File: config.mk
export PLATFORM = sky130hd
export DESIGN_NAME = coord_scan_gen
export DESIGN_NICKNAME = d
export VERILOG_FILES = /design/src/rtl/coord_scan_gen.sv
export SDC_FILE = /design/constraint.sdc
export NUM_CORES = 1
export LEC_CHECK = 0
export CAP_MARGIN = 20
export CORE_MARGIN = 2
export CORE_UTILIZATION = 41
export DETAILED_ROUTE_END_ITERATION = 6
export MAX_ROUTING_LAYER = met4
export PLACE_DENSITY = 0.67
export SKIP_LAST_GASP = 1
export SYNTH_ARGS = -nofsm -noshare
export SYNTH_HDL_FRONTEND = slang
export SYNTH_SLANG_ARGS = --single-unit
File: constraint.sdc
create_clock -name clk -period 3.35 [get_ports clk]
set_input_delay 0.67 -clock clk [delete_from_list [all_inputs] [get_ports clk]]
set_output_delay 0.67 -clock clk [all_outputs]
set_load 0.01 [all_outputs]
File: src/rtl/coord_scan_gen.sv
// -----------------------------------------------------------------------------
// coord_scan_gen
//   Raster coordinate generator for the 2x interpolation datapath. A start
//   pulse in IDLE latches the frame dimensions, and the block then walks every
//   source pixel row-major. For each pixel it presents one beat with the base
//   coordinate, the clamped +1 neighbour and the upscaled destination.
//
// Ports
//   clk, rst_n            : clock; asynchronous active-low reset
//   start                 : frame start request, sampled only in IDLE
//   max_x, max_y          : last column/row index, latched on accepted start
//   out_valid, out_ready  : beat handshake towards pixel fetch
//   x0, y0                : base coordinate
//   x1, y1                : +1 neighbour, clamped to max_x / max_y
//   dst_x, dst_y          : destination coordinate (2*x0, 2*y0)
//   last                  : current beat is the final one of the frame
//   busy                  : frame in progress
//   done                  : one-cycle pulse after the final beat transferred
//   dbg_state             : current FSM state (0 IDLE, 1 RUN, 2 DONE)
//
// Handshake: a beat transfers on any rising edge where out_valid and out_ready
// are both high. Once out_valid rises, it and every coordinate output (and
// last) hold unchanged until that transfer happens. out_ready is don't-care
// while out_valid is low.
// -----------------------------------------------------------------------------
module coord_scan_gen #(
    parameter int COORD_W = 8,
    parameter int DST_W   = 9
) (
    input  logic               clk,
    input  logic               rst_n,
    input  logic               start,
    input  logic [COORD_W-1:0] max_x,
    input  logic [COORD_W-1:0] max_y,
    output logic               out_valid,
    input  logic               out_ready,
    output logic [COORD_W-1:0] x0,
    output logic [COORD_W-1:0] y0,
    output logic [COORD_W-1:0] x1,
    output logic [COORD_W-1:0] y1,
    output logic [DST_W-1:0]   dst_x,
    output logic [DST_W-1:0]   dst_y,
    output logic               last,
    output logic               busy,
    output logic               done,
    output logic [1:0]         dbg_state
);

    typedef enum logic [1:0] {
        ST_IDLE = 2'd0,
        ST_RUN  = 2'd1,
        ST_DONE = 2'd2
    } state_t;

    state_t             r_state;
    state_t             w_state_nxt;

    logic [COORD_W-1:0] r_x0, r_y0, r_x1, r_y1;
    logic [COORD_W-1:0] r_max_x, r_max_y;
    logic [DST_W-1:0]   r_dst_x, r_dst_y;
    logic               r_at_end;

    logic [COORD_W-1:0] w_x0_nxt, w_y0_nxt;
    logic [COORD_W-1:0] w_max_x_nxt, w_max_y_nxt;
    logic               w_xfer;
    logic               w_x_end, w_y_end;

    // Compare before incrementing so the +1 never wraps, even at 2^COORD_W-1.
    function automatic logic [COORD_W-1:0] clamp_inc(
        input logic [COORD_W-1:0] v,
        input logic [COORD_W-1:0] m
    );
        return (v == m) ? v : v + COORD_W'(1);
    endfunction

    always_comb begin
        w_state_nxt = r_state;
        w_x0_nxt    = r_x0;
        w_y0_nxt    = r_y0;
        w_max_x_nxt = r_max_x;
        w_max_y_nxt = r_max_y;
        w_xfer      = (r_state == ST_RUN) && out_ready;
        w_x_end     = (r_x0 == r_max_x);
        w_y_end     = (r_y0 == r_max_y);

        case (r_state)
            ST_IDLE: begin
                if (start) begin
                    w_max_x_nxt = max_x;
                    w_max_y_nxt = max_y;
                    w_x0_nxt    = '0;
                    w_y0_nxt    = '0;
                    w_state_nxt = ST_RUN;
                end
            end
            ST_RUN: begin
                if (w_xfer) begin
                    if (!w_x_end) begin
                        w_x0_nxt = r_x0 + COORD_W'(1);
                    end else if (!w_y_end) begin
                        w_x0_nxt = '0;
                        w_y0_nxt = r_y0 + COORD_W'(1);
                    end else begin
                        // Coordinates hold on the final beat; only state moves.
                        w_state_nxt = ST_DONE;
                    end
                end
            end
            ST_DONE: begin
                w_state_nxt = ST_IDLE;
            end
            default: begin
                w_state_nxt = ST_IDLE;
            end
        endcase
    end

    // Derived outputs are computed from the next coordinate so that they are
    // registered alongside x0/y0 and always agree with them.
    always_ff @(posedge clk or negedge rst_n) begin
        if (!rst_n) begin
            r_state  <= ST_IDLE;
            r_x0     <= '0;
            r_y0     <= '0;
            r_x1     <= '0;
            r_y1     <= '0;
            r_max_x  <= '0;
            r_max_y  <= '0;
            r_dst_x  <= '0;
            r_dst_y  <= '0;
            r_at_end <= 1'b0;
        end else begin
            r_state  <= w_state_nxt;
            r_x0     <= w_x0_nxt;
            r_y0     <= w_y0_nxt;
            r_max_x  <= w_max_x_nxt;
            r_max_y  <= w_max_y_nxt;
            r_x1     <= clamp_inc(w_x0_nxt, w_max_x_nxt);
            r_y1     <= clamp_inc(w_y0_nxt, w_max_y_nxt);
            r_dst_x  <= DST_W'({w_x0_nxt, 1'b0});
            r_dst_y  <= DST_W'({w_y0_nxt, 1'b0});
            r_at_end <= (w_x0_nxt == w_max_x_nxt) && (w_y0_nxt == w_max_y_nxt);
        end
    end

    assign out_valid = (r_state == ST_RUN);
    assign busy      = (r_state == ST_RUN);
    assign done      = (r_state == ST_DONE);
    assign last      = r_at_end && out_valid;
    assign x0        = r_x0;
    assign y0        = r_y0;
    assign x1        = r_x1;
    assign y1        = r_y1;
    assign dst_x     = r_dst_x;
    assign dst_y     = r_dst_y;
    assign dbg_state = r_state;

endmodule

After elaboration in Yosys (flattened, before gate mapping)
Index checks and enable logic that the tools add are counted.
{"block": "word_totals", "regBits": 51, "in_bits": 20, "elab_cells": 48}
{"block": "classes", "addsub": 4, "eq_ne": 10, "muxes": 21, "n_reduce_logical": 5}
{"op": "2-to-1 mux 8 bit", "n": 14}
{"op": "adder 8 x 1 -> 8 bit, second input constant", "n": 4}
{"op": "== test 8 bit", "n": 4}
{"op": "one-hot mux 8 bit (2 select lines)", "n": 2}
{"op": "2-to-1 mux 2 bit", "n": 4}
{"op": "inequality test 2 x 1 -> 1 bit, second input constant", "n": 3}
{"op": "one-hot mux 2 bit (2 select lines)", "n": 1}
{"op": "AND reduction 4 bit", "n": 1}
{"op": "logical AND 1 bit", "n": 3}
{"op": "== test 2 x 1 -> 1 bit, second input constant", "n": 1}
{"op": "== test 2 bit, second input constant", "n": 1}
{"op": "zero test 2 bit", "n": 1}
{"op": "inequality test 2 bit, second input constant", "n": 1}

Logic depth before layout (Yosys ltp)
{"block": "logic_depth", "ltp_word": 7, "mapped_depth": 12, "ltp_nobuf": 11}

Worst setup path before layout
OpenSTA, ideal clock, no wires.
{"block": "synth_timing", "path_kind": "reg-to-reg", "startpoint": "reg dst_y[1] (netlist name)", "endpoint": "reg r_x1[1], in the netlist x1[1]", "setup_time_ps": 125, "t_arrival_ps": 2855, "required_time_ps": 3225, "slack_ps": 370, "stages_incl_launch_ff": 10, "n_path_buf": 1, "period_less_slack_ps": 2980, "path_cell_list": "dfrtp_1 buf_6 xor2_2 or4_4 o41a_1 o211ai_2 xnor2_1 nand3_1 nor4b_4 mux2_4"}
{"element": "end signal, assigned", "line_no": "138", "rtl": "r_x1 <= clamp_inc(w_x0_nxt, w_max_x_nxt);"}
{"element": "end, declared", "line_no": "58", "rtl": "logic [COORD_W-1:0] r_x0, r_y0, r_x1, r_y1;"}

Final worst setup path
{"block": "layout_timing", "startpoint": "reg r_max_y[2]", "endpoint": "reg r_y1[7], in the netlist y1[7]"}
{"block": "layout_via", "elab_chain_len": 7}
{"element": "start, declared", "line_no": "59", "rtl": "logic [COORD_W-1:0] r_max_x, r_max_y;"}
{"element": "start signal, assigned", "line_no": "137", "rtl": "r_max_y <= w_max_y_nxt;"}
{"element": "== test 8 bit", "line_no": "84", "rtl": "w_y_end = (r_y0 == r_max_y);"}
{"element": "2-to-1 mux 8 bit", "line_no": "100", "rtl": "end else if (!w_y_end) begin"}
{"element": "2-to-1 mux 8 bit", "line_no": "98", "rtl": "if (!w_x_end) begin"}
{"element": "2-to-1 mux 8 bit", "line_no": "97", "rtl": "if (w_xfer) begin"}
{"element": "one-hot mux 8 bit (2 select lines)", "line_no": "86", "rtl": "case (r_state)"}
{"element": "adder 8 x 1 -> 8 bit or == test 8 bit (tied branches)", "line_no": "73", "rtl": "return (v == m) ? v : v + COORD_W'(1);"}
{"element": "2-to-1 mux 8 bit *", "line_no": "73"}
{"element": "end signal, assigned", "line_no": "139", "rtl": "r_y1 <= clamp_inc(w_y0_nxt, w_max_y_nxt);"}
{"element": "end, declared", "line_no": "58"}
Every way passes the cells marked *; elsewhere a longest branch is shown, timed or not.
A chain may end at the register's enable or synchronous reset.

==> impl_metrics.prom <==
# TYPE chip_impl_metric gauge
chip_impl_info{name="clock_tree_from_tritoncts",value="done"} 1
chip_impl_metric{name="drt_iter0_drc",unit=""} 169
chip_impl_metric{name="diodes",unit=""} 0
chip_impl_info{name="synth_top_area_cell",value="dfrtp_1"} 1
chip_impl_metric{name="hold_buffers",unit=""} 0
chip_impl_metric{name="route.detailed.drc",unit=""} 0
chip_impl_metric{name="first_global_vias",unit=""} 2979
chip_impl_metric{name="viasPerCell",unit=""} 5.437
chip_impl_metric{name="clkLatencyLatePin",unit="ps"} 310
chip_impl_metric{name="grt.overflow.total",unit=""} 0
chip_impl_metric{name="timing_max_transition_violations_final",unit=""} 0
chip_impl_info{name="critical_path_class",value="register to register"} 1
chip_impl_metric{name="synth_cell_types",unit=""} 67
chip_impl_metric{name="post_synth_instance_area",unit="mm²"} 0.003329
chip_impl_metric{name="layout.nets",unit=""} 477
chip_impl_metric{name="core_area",unit="mm²"} 0.007807
chip_impl_metric{name="maxClockFrequency",unit="MHz"} 309.7
chip_impl_info{name="result_of_the_run",value="complete, no violations"} 1
chip_impl_metric{name="layout_min_cycle_time",unit="ps"} 3229
chip_impl_metric{name="final_antenna_net_count",unit=""} 0
chip_impl_metric{name="syn_inst",unit=""} 361
chip_impl_metric{name="drive_above_1_share",unit="%"} 18.28
chip_impl_metric{name="placedCellCount",unit=""} 548
chip_impl_info{name="critPathCaptureType",value="register"} 1
chip_impl_metric{name="tightestPinTransition",unit="ps"} 634.4
chip_impl_metric{name="synthesis.area_per_instance",unit="µm²"} 9.223
chip_impl_info{name="critical_path.startpoint",value="r_max_y[2]"} 1
chip_impl_metric{name="syn_to_final_growth",unit="%"} 32.47
chip_impl_metric{name="worst_ep_required_time",unit="ps"} 3530
chip_impl_metric{name="grt_start_max_net_pins",unit=""} 35
chip_impl_metric{name="n_fill_cell",unit=""} 725
chip_impl_info{name="cp-start-kind",value="register"} 1
chip_impl_metric{name="synth_enable_flop_cells",unit=""} 0
chip_impl_metric{name="place_congestion",unit=""} 0.9101
chip_impl_info{name="cells_taking_the_most_area_after_synthesis",value="dfrtp_1 (38%), xnor2_1 (6.6%), nand2_1 (6.0%)"} 1
chip_impl_metric{name="grt_pass1_wl",unit="mm"} 15.07
chip_impl_metric{name="start_util",unit="%"} 42.64
chip_impl_metric{name="path_clk_slew",unit="ps"} 100
chip_impl_metric{name="min_period_over_period",unit="%"} 96.39
chip_impl_metric{name="hpwlAfterDp",unit="mm"} 7.217
chip_impl_info{name="grt_setup_unrepaired",value="yes"} 1
chip_impl_metric{name="setup_viol_count_final",unit=""} 0
chip_impl_metric{name="routed_wire_length_per_instance",unit="µm"} 16.62
chip_impl_metric{name="vdd_drop_max",unit="V"} 0.0002476
chip_impl_metric{name="cp_data_arrival_time",unit="ps"} 3410
chip_impl_info{name="clock-root-buffer",value="clkbuf_8"} 1
chip_impl_info{name="worstReg2RegStart",value="r_max_y[2]"} 1
chip_impl_metric{name="cellPowerDensity",unit="mW/mm²"} 607.2
chip_impl_metric{name="clock_tree.htree_level_count",unit=""} 2
chip_impl_metric{name="grt_antenna_before_repair",unit=""} 0
chip_impl_metric{name="gr_usage_total",unit="%"} 22.58
chip_impl_metric{name="synth.yosys.warnings",unit=""} 0
chip_impl_metric{name="fp.dieArea",unit="mm²"} 0.008858
chip_impl_metric{name="yosysTopAreaCellShare",unit="%"} 38.33
chip_impl_metric{name="totalPowerFinal",unit="mW"} 2.678
chip_impl_metric{name="max_cap_violations",unit=""} 0
chip_impl_metric{name="placement.io_buffers",unit=""} 73
chip_impl_metric{name="vias",unit=""} 3023
chip_impl_metric{name="first_pass_iters",unit=""} 5
chip_impl_metric{name="die-height",unit="µm"} 94.12
chip_impl_metric{name="async_reset_ff_share",unit="%"} 100.0
chip_impl_metric{name="die_x",unit="µm"} 94.12
chip_impl_metric{name="final_hold_violation_count",unit=""} 0
chip_impl_metric{name="clock_sinks",unit=""} 51
chip_impl_metric{name="postRouteWirelength",unit="mm"} 9.242
chip_impl_info{name="hold_path.class",value="input port to async pin"} 1
chip_impl_metric{name="synth.ff_latch_count",unit=""} 51
chip_impl_metric{name="ioPinCount",unit=""} 76
chip_impl_info{name="synthFlopType",value="dfrtp_1"} 1
chip_impl_metric{name="p_leak",unit="nW"} 1.912
chip_impl_metric{name="worst_clock_skew",unit="ps"} 10.04
chip_impl_metric{name="post_layout_nonfiller_instances",unit=""} 556
chip_impl_metric{name="numCtsBuffers",unit=""} 5
chip_impl_metric{name="clock_tree.buffer_depth",unit=""} 2
chip_impl_metric{name="maximum_fanout_along_the_worst_path",unit=""} 11
chip_impl_info{name="synthMostInstantiatedCell",value="nand2_1"} 1
chip_impl_metric{name="relSlewSlack",unit="%"} 57.42
chip_impl_info{name="synth_common_cells",value="nand2_1 (53), dfrtp_1 (51), xnor2_1 (25)"} 1
chip_impl_metric{name="seq_area_frac_synth",unit="%"} 38.33
chip_impl_metric{name="fp-row-count",unit=""} 32
==> metrics by stage <==
| stage | TNS (ps) | area [µm²] | setup slack, ps | utilization, % | hold WS, ps |
|---|---|---|---|---|---|
| after floorplan | 0 | 3333 | 370.3 | - | 374.4 |
| after global placement | -147.0 | 4310 | -67.02 | 55.21 | 515.1 |
| after detailed placement | -286.5 | 4310 | -136.1 | 55.21 | 526.5 |
| after CTS | 0 | 4394 | 169.2 | 56.28 | 287.9 |
| after global routing | -25.66 | 4410 | -25.66 | 56.49 | 302.1 |
| final | 0 | 4410 | 121.0 | 56.49 | 284.5 |
==> cells by family after synthesis <==
kind of cell | Yosys count | share of synthesized area, %
adder cells (fa/ha/maj) | 4 | 1.503
AO/OA/AOI/OAI | 67 | 15.03
buffers and inverters | 51 | 8.718
flip-flops | 51 | 38.33
multiplexers | 12 | 4.021
other | 1 | 0.1126
XOR/XNOR | 35 | 9.433
AND/OR/NAND/NOR | 140 | 22.85
==> layout make-up <==
cell class,instances,area [µm²],share of cell area (%)
clock buffers,5,68.82,1.560
clock inverters,3,15.01,0.3404
inverters,15,56.30,1.277
multi-input cells,260,1788,40.54
flip-flops and latches,51,1276,28.94
well taps,102,127.6,2.894
repair buffers,120,1079,24.45
==> report_power, final <==
group	switching, mW	leakage [nW]	internal (mW)
Sequential	0.100	0.656	0.757
Combinational	0.780	1.21	0.688
Clock	0.209	0.0477	0.144
Total	1.09	1.91	1.59
==> sequential cells by signal (all words and copies together), names as in the netlist <==
name	flops
y1	8
dbg_state	2
x1	8
dst_y	8
r_max_y	8
r_at_end	1
r_max_x	8
dst_x	8
==> per-layer routing <==
metal | vias up | GRT usage [%] | wire (µm)
met3 | 16 | 3.130 | 533
met1 | 1433 | 27.31 | 3708
li1 | 1436 | - | -
met4 | 0 | 7.488 | 151
met2 | 138 | 38.87 | 4848
met5 | - | - | 0
==> layout by cell type (no fill, tap or decap), types with 5 or more instances in the layout <==
master and instances:
buf_4 47, and4_1 6, nand4_1 8, clkbuf_8 5, a21oi_1 6, and3_1 6, xor2_1 9, nor2_1 13
nor3_1 9, or3_1 5, nand2_1 53, nand3_1 11, clkdlybuf4s50_1 72, and2_1 5, dfrtp_1 51, mux2i_1 7
o211ai_1 8, o21ai_0 18, xnor2_1 25, inv_1 15
==> critical path: stages, from the launching register on <==
cell	delay, ps
dfrtp_1	440
xor2_1	230
or4_4	570
o211ai_4	360
buf_4	210
nor2_1	70
nor3_1	190
a2111o_1	170
nor4_4	50
buf_4	170
nor4_1	510
xor2_1	120
==> timing repair <==
item	in CTS	in global routing
resized for setup	0	2
buffers inserted	0	0
setup endpoints to repair	0	1
==> worst paths after layout <==
kind	end	slack [ps]	cells past startpoint
min in group clk	r_max_x[2]	550	2
hold reg to reg	r_max_x[2]	550	2
max in group asynchronous	dst_y[4]	2260	2
setup reg to reg	y1[7]	120	11
hold / removal	dst_y[6]	280	1
setup / recovery	y1[7]	120	11
No activity file was read; power rests on OpenSTA's default activity.
